===== config.mk =====
export PLATFORM = sky130hd
export DESIGN_NAME = tsp_city_loader
export DESIGN_NICKNAME = d
export VERILOG_FILES = /design/src/rtl/tsp_pkg.sv /design/src/rtl/tsp_bbox_tracker.sv /design/src/rtl/tsp_city_loader.sv
export SDC_FILE = /design/constraint.sdc
export NUM_CORES = 1
export LEC_CHECK = 0
export CORE_MARGIN = 3
export CORE_UTILIZATION = 30
export CTS_CLUSTER_DIAMETER = 120
export DETAILED_ROUTE_END_ITERATION = 16
export PLACE_DENSITY = 0.56
export RECOVER_POWER = 25
export SLEW_MARGIN = 30
export SYNTH_ARGS = -nofsm -noshare
export SYNTH_HDL_FRONTEND = slang
export SYNTH_HIERARCHICAL = 1
export SYNTH_SLANG_ARGS = --single-unit

===== constraint.sdc =====
create_clock -name aclk -period 1.93 [get_ports aclk]
set_input_delay 0.2895 -clock aclk [delete_from_list [all_inputs] [get_ports aclk]]
set_output_delay 0.2895 -clock aclk [all_outputs]
set_load 0.03 [all_outputs]

===== src/rtl/tsp_pkg.sv =====
`default_nettype none
// ============================================================================
// Module      : tsp_pkg
// Description : Shared types and constants for the TSP city loader slice.
// Revision    : 1.0 - initial release
// ============================================================================
package tsp_pkg;

  localparam int C_COORD_WIDTH = 32;
  localparam int C_MAX_CITIES  = 128;
  localparam int C_CNT_WIDTH   = 8;

  // Loader control states
  typedef enum logic [2:0] {
    IDLE   = 3'd0,
    LOAD   = 3'd1,
    SIGNAL = 3'd2,
    DRAIN  = 3'd3,
    DONE   = 3'd4
  } state_t;

  // One city as packed in a FIFO word: X in the low half, Y in the high half
  typedef struct packed {
    logic [C_COORD_WIDTH-1:0] y;
    logic [C_COORD_WIDTH-1:0] x;
  } city_t;

endpackage
`default_nettype wire


===== src/rtl/tsp_bbox_tracker.sv =====
`default_nettype none
// ============================================================================
// Module      : tsp_bbox_tracker
// Description : Running unsigned bounding box of the cities written by the
//               loader. Re-initialised on every accepted start.
// Revision    : 1.0 - initial release
// ============================================================================
module tsp_bbox_tracker
  import tsp_pkg::*;
(
  input  logic                     aclk,
  input  logic                     aresetn,
  input  logic                     init,
  input  logic                     update,
  input  city_t                    city,
  output logic [C_COORD_WIDTH-1:0] min_x,
  output logic [C_COORD_WIDTH-1:0] max_x,
  output logic [C_COORD_WIDTH-1:0] min_y,
  output logic [C_COORD_WIDTH-1:0] max_y
);

  // Track per-axis extremes; init seeds minima high and maxima low
  always_ff @(posedge aclk or negedge aresetn) begin
    if (!aresetn) begin
      min_x <= '0;
      max_x <= '0;
      min_y <= '0;
      max_y <= '0;
    end else if (init) begin
      min_x <= '1;
      max_x <= '0;
      min_y <= '1;
      max_y <= '0;
    end else if (update) begin
      if (city.x < min_x) min_x <= city.x;
      if (city.x > max_x) max_x <= city.x;
      if (city.y < min_y) min_y <= city.y;
      if (city.y > max_y) max_y <= city.y;
    end
  end

endmodule
`default_nettype wire


===== src/rtl/tsp_city_loader.sv =====
`default_nettype none
// ============================================================================
// Module      : tsp_city_loader
// Description : Pops city words from the read stage's FWFT FIFO, writes X/Y
//               into the city RAM, signals load_done, then drains padding
//               words until the read stage reports odone.
//               Optional macro TSP_LOADER_BBOX_EN adds min/max coordinate
//               outputs via tsp_bbox_tracker.
// Revision    : 1.0 - initial release
// ============================================================================
module tsp_city_loader #(
  parameter int C_DATA_WIDTH  = 64,
  parameter int C_COORD_WIDTH = tsp_pkg::C_COORD_WIDTH,
  parameter int C_MAX_CITIES  = tsp_pkg::C_MAX_CITIES,
  parameter int C_CNT_WIDTH   = tsp_pkg::C_CNT_WIDTH
) (
  input  logic                            aclk,
  input  logic                            aresetn,
  input  logic                            start,
  input  logic [C_CNT_WIDTH-1:0]          num_cities,
  output logic                            rd_en,
  input  logic [C_DATA_WIDTH-1:0]         rd_data,
  input  logic                            rd_tvalid_n,
  input  logic                            src_odone,
  output logic                            load_done,
  output logic                            mem_we,
  output logic [$clog2(C_MAX_CITIES)-1:0] mem_addr,
  output logic [C_COORD_WIDTH-1:0]        mem_wx,
  output logic [C_COORD_WIDTH-1:0]        mem_wy,
  output logic [C_CNT_WIDTH-1:0]          city_count,
  output logic                            busy,
  output logic                            done,
  output logic                            err
`ifdef TSP_LOADER_BBOX_EN
  ,
  output logic [C_COORD_WIDTH-1:0]        min_x,
  output logic [C_COORD_WIDTH-1:0]        max_x,
  output logic [C_COORD_WIDTH-1:0]        min_y,
  output logic [C_COORD_WIDTH-1:0]        max_y
`endif
);

  import tsp_pkg::*;

  localparam int C_ADDR_WIDTH = $clog2(C_MAX_CITIES);
  // One extra bit so a target of exactly C_MAX_CITIES never wraps
  localparam logic [C_CNT_WIDTH:0] C_MAX_EXT = (C_CNT_WIDTH+1)'(C_MAX_CITIES);

  state_t                 r_state;
  logic [C_CNT_WIDTH:0]   r_target;

  logic                   w_start_ok;
  logic                   w_zero;
  logic                   w_bad;
  logic [C_CNT_WIDTH:0]   w_num_ext;
  logic [C_CNT_WIDTH:0]   w_target;
  logic [C_CNT_WIDTH:0]   w_count_inc;

  assign rd_en       = ~rd_tvalid_n & ((r_state == LOAD) | (r_state == DRAIN));
  assign w_start_ok  = start & ((r_state == IDLE) | (r_state == DONE));
  assign w_num_ext   = {1'b0, num_cities};
  assign w_zero      = (num_cities == '0);
  assign w_bad       = w_zero | (w_num_ext > C_MAX_EXT);
  assign w_target    = (w_num_ext > C_MAX_EXT) ? C_MAX_EXT : w_num_ext;
  assign w_count_inc = {1'b0, city_count} + (C_CNT_WIDTH+1)'(1);

  // Control FSM with registered RAM write port and status outputs
  always_ff @(posedge aclk or negedge aresetn) begin
    if (!aresetn) begin
      r_state    <= IDLE;
      r_target   <= '0;
      city_count <= '0;
      load_done  <= 1'b0;
      mem_we     <= 1'b0;
      mem_addr   <= '0;
      mem_wx     <= '0;
      mem_wy     <= '0;
      busy       <= 1'b0;
      done       <= 1'b0;
      err        <= 1'b0;
    end else begin
      mem_we <= 1'b0;
      done   <= 1'b0;
      case (r_state)
        IDLE, DONE: begin
          if (start) begin
            r_target   <= w_target;
            city_count <= '0;
            err        <= w_bad;
            busy       <= 1'b1;
            // A zero-city request has nothing to load; report straight away
            load_done  <= w_zero;
            r_state    <= w_zero ? SIGNAL : LOAD;
          end
        end
        LOAD: begin
          if (rd_en) begin
            mem_we     <= 1'b1;
            mem_addr   <= city_count[C_ADDR_WIDTH-1:0];
            mem_wx     <= rd_data[C_COORD_WIDTH-1:0];
            mem_wy     <= rd_data[C_DATA_WIDTH-1:C_COORD_WIDTH];
            city_count <= w_count_inc[C_CNT_WIDTH-1:0];
            if (w_count_inc == r_target) begin
              load_done <= 1'b1;
              r_state   <= SIGNAL;
            end
          end
        end
        SIGNAL: begin
          r_state <= DRAIN;
        end
        DRAIN: begin
          // Padding pops are consumed by rd_en alone and never reach the RAM
          if (src_odone) begin
            done    <= 1'b1;
            busy    <= 1'b0;
            r_state <= DONE;
          end
        end
        default: begin
          r_state <= IDLE;
        end
      endcase
    end
  end

`ifdef TSP_LOADER_BBOX_EN
  city_t w_city;

  assign w_city.x = rd_data[C_COORD_WIDTH-1:0];
  assign w_city.y = rd_data[C_DATA_WIDTH-1:C_COORD_WIDTH];

  tsp_bbox_tracker u_bbox (
    .aclk    (aclk),
    .aresetn (aresetn),
    .init    (w_start_ok),
    .update  (rd_en & (r_state == LOAD)),
    .city    (w_city),
    .min_x   (min_x),
    .max_x   (max_x),
    .min_y   (min_y),
    .max_y   (max_y)
  );
`endif

endmodule
`default_nettype wire


==> results.yml <==
run_status:
  outcome: "completed"
floorplan:
  io_pins: 162
  die_h_um: 122.5
  die_width_um: 122.5
  coreArea_mm2: 0.01293
  initial_core_util_pct: 31.48
  die_area_mm2: 0.01500
  num_rows: 41
worst_setup_path:
  critPathTopFamily: "compound AO/OA/AOI/OAI gates"
  slowest_delay_ns: 0.40
  reg2regPathDepth: 6
  crit_fanout: 6
  endpoint_kind: "register"
  worstPathCellList: "ha_1 > o21ba_2 > a22oi_1 > o2111ai_2 > a211o_1 > o221ai_1"
  r2r-end: "r_state[1]"
  crit_path_start_kind: "register"
  slowest_stage: "dfrtp_2"
  critPathArrivalTime_ns: 2.08
  worst-path-buf-inv: 0
  r2r-start: "city_count[0]"
  rrSetupSlack_ns: 0.1
  critical_path_required_ns: 2.18
  worst-setup-path-type: "register to register"
route:
  routed_wl_mm: 10.77
  vias: 3490
  wl_per_cell_um: 13.58
  drcViolationCount: 0
  ant_nets: 0
  vias_per_cell: 4.401
  first_pass_iters: 4
  drt_iter0_drc: 167
placement:
  io_buffers: 161
  postPlaceCellArea_mm2: 0.005898
  gp_congestion: 0.7352
  dp_hpwl_mm: 8.003
  dp_cells: 778
min_path:
  hp-start: "rd_data[59]"
  min_delay_worst_endpoint: "mem_wy[27]"
  holdPathStages: 3
  hold_class: "input port to register"
synthesis:
  synth_compound_area_share_pct: 6.458
  synth-seq-area-share_pct: 58.43
  yosys.area_share.adder_pct: 0.3075
  syn-num-nets: 533
  synth-simple-area-share_pct: 28.14
  yosys_warnings: 6
  synth.distinct_cells: 48
  synth_top_family_by_area: "simple AND/OR/NAND/NOR gates"
  synthMuxAreaShare_pct: 0.2768
  async_flop_share_pct: 100.0
  synth_flop_cell: "dfrtp_1"
  synth_top_area_share_pct: 58.43
  synth_edf_count: 0
  ys_seq_elements: 95
  syn_area_mm2: 0.004069
  netlist.top_cell.by_area: "dfrtp_1"
  synth_area_leaders: "dfrtp_1 (58%), nand2_1 (22%), buf_6 (2.2%)"
  synthCells: 455
  synth_xor_area_share_pct: 1.507
  avgSynthCellArea_um2: 8.943
finish:
  finalInstanceArea_mm2: 0.006203
  drive_gt1_share_pct: 7.085
  fin_nets: 696
  stdcell_count: 793
  fillers: 1260
  syn2layout_area_growth_pct: 52.46
  final_util_pct: 47.99
  diodes: 0
grt:
  grt_util_all_layers_pct: 14.55
  grt_pass1_wl_mm: 17.23
  antenna_found_initial: 0
  grt_pass1_vias: 3443
  gr-total-overflow: 0
  grt_max_degree: 41
power_and_ir_drop:
  internal_power_uw: 6192
  total_power_uw: 10610
  clkPwrFrac_pct: 17.3
  pwr-share-seq_pct: 31.8
  comb_power_share_pct: 50.9
  switching_share_pct: 41.62
  vdd_drop_max_mv: 0.5871
  p_sw_uw: 4414
  cellPowerDensity_mw_per_mm2: 1710
  p_leak_uw: 0.002979
clock_network:
  cts.path.max_buffers: 2
  cts_root_buffer: "clkbuf_16"
  cts.sink_count: 95
  h-tree-depth: 3
  insertion_delay_ns: 0.34
  clk_pin_slew_worst_paths_ns: 0.07
  numCtsBuffers: 9
  cts_tree: "built"
timing:
  slew-limit-headroom_pct: 53.91
  finalHoldViolCount: 0
  setup_violations: 0
  drv_slew: 0
  fin_crit_ns: 1.831
  min_period_over_period_pct: 94.87
  worst_slew_pin_slew_ns: 0.6914
  fmax_mhz: 546.2
  skew_ns: 0.007895
  holdWs_ns: 0.4690
flow_run:
  cap_viol_max_count: 0
==> how the worst max path moves through the flow <==
| stage | from | endpoint | cells after the start |
|---|---|---|---|
| 2_1_floorplan | city_count[1] | r_state[1] | 6 |
| 3_3_place_gp | rd_tvalid_n | city_count[4] | 7 |
| 3_5_place_dp | rd_tvalid_n | city_count[2] | 6 |
| 4_1_cts | city_count[6] | city_count[6] | 1 |
| 5_1_grt | city_count[0] | r_state[1] | 6 |
| 6_report | city_count[0] | r_state[1] | 6 |
==> flip-flops by register name (all words and copies together), names as in the netlist <==
| name | count |
|---|---|
| mem_we | 1 |
| busy | 1 |
| mem_wx | 32 |
| city_count | 8 |
| done | 1 |
| mem_wy | 32 |
| r_state | 3 |
| load_done | 1 |
| mem_addr | 7 |
| r_target | 8 |
| err | 1 |
==> synthesized netlist by cell type (4+ instances only) <==
cell type	instances
nand3_1	6
o21ai_0	12
buf_2	12
nand2_1	240
nand2b_1	10
buf_6	8
dfrtp_1	95
nor2_1	10
xnor2_1	5
inv_1	4
==> worst reg2reg max path, cell delays in order, from the launching register on <==
cell	delay (ns)
dfrtp_2	0.40
ha_1	0.26
o21ba_2	0.23
a22oi_1	0.20
o2111ai_2	0.15
a211o_1	0.32
o221ai_1	0.19
==> per-stage QoR <==
stage          setup WS (ns)  setup TNS (ns)
2_1_floorplan        0.01004               0
3_3_place_gp         0.02674               0
3_5_place_dp        0.003520               0
4_1_cts             0.004729               0
5_1_grt            -0.001096       -0.001096
6_report             0.09901               0
==> kinds of logic (layout without fill, tap and decap cells) <==
| family | Yosys count | in the layout |
|---|---|---|
| buffers and inverters | 31 | 197 |
| DFF | 95 | 95 |
| adders and majority gates | 1 | 1 |
| and+or+nand+nor | 282 | 282 |
| xor gates and xnor gates | 7 | 7 |
| muxes | 1 | 1 |
| AOI/OAI and AO/OA | 38 | 38 |
==> layout by cell type, fill, tap and decap left out, types with 2 or more instances in the layout <==
cell,instances
inv_1,4
bufinv_16,2
nand3_1,6
or2_2,3
clkbuf_2,2
dlymetal6s2s_1,3
nor2_1,10
nor4_1,3
a21oi_1,3
xor2_1,2
o21ai_0,12
clkdlybuf4s50_1,154
dfrtp_1,94
nand2_1,240
clkbuf_16,9
buf_4,11
buf_12,4
dlygate4sd2_1,2
xnor2_1,5
nand2b_1,10
o31ai_1,3
o21ai_1,3
a211oi_1,2
==> routing by layer <==
metal	GRT usage (%)	vias to the layer above	part of all wire (%)
met5	0	-	0
met4	6.158	0	1.8
met3	2.995	13	5.2
met2	23.22	88	48
met1	19.29	1621	45
li1	-	1768	-
==> layout make-up <==
| cell class | count | area [µm²] | area share (%) |
|---|---|---|---|
| Sequential cell | 95 | 2379 | 38.34 |
| Clock inverter | 4 | 72.57 | 1.170 |
| Multi-Input combinational cell | 329 | 1503 | 24.22 |
| Timing Repair Buffer | 178 | 1787 | 28.80 |
| Clock buffer | 10 | 229.0 | 3.691 |
| Tap cell | 172 | 215.2 | 3.469 |
| Inverter | 5 | 18.77 | 0.3025 |
==> timing repair <==
action | in CTS | in global routing
endpoints found under the setup margin | 2 | 4
endpoints found under the hold margin | 25 | 0
gates resized for setup | 2 | 4
hold buffers | 1 | 0
buffers inserted | 0 | 0
==> power groups by stage <==
| stage | Sequential, µW | Clock, µW | Combinational, µW |
|---|---|---|---|
| after global placement | 3370 | 0 | 5410 |
| after CTS | 3380 | 1900 | 5470 |
| after floorplan | 4890 | 0 | 1660 |
| final | 3370 | 1840 | 5400 |
| after global routing | 3500 | 1970 | 5830 |
| after detailed placement | 3420 | 0 | 5470 |
No activity file was read; power rests on OpenSTA's default activity.
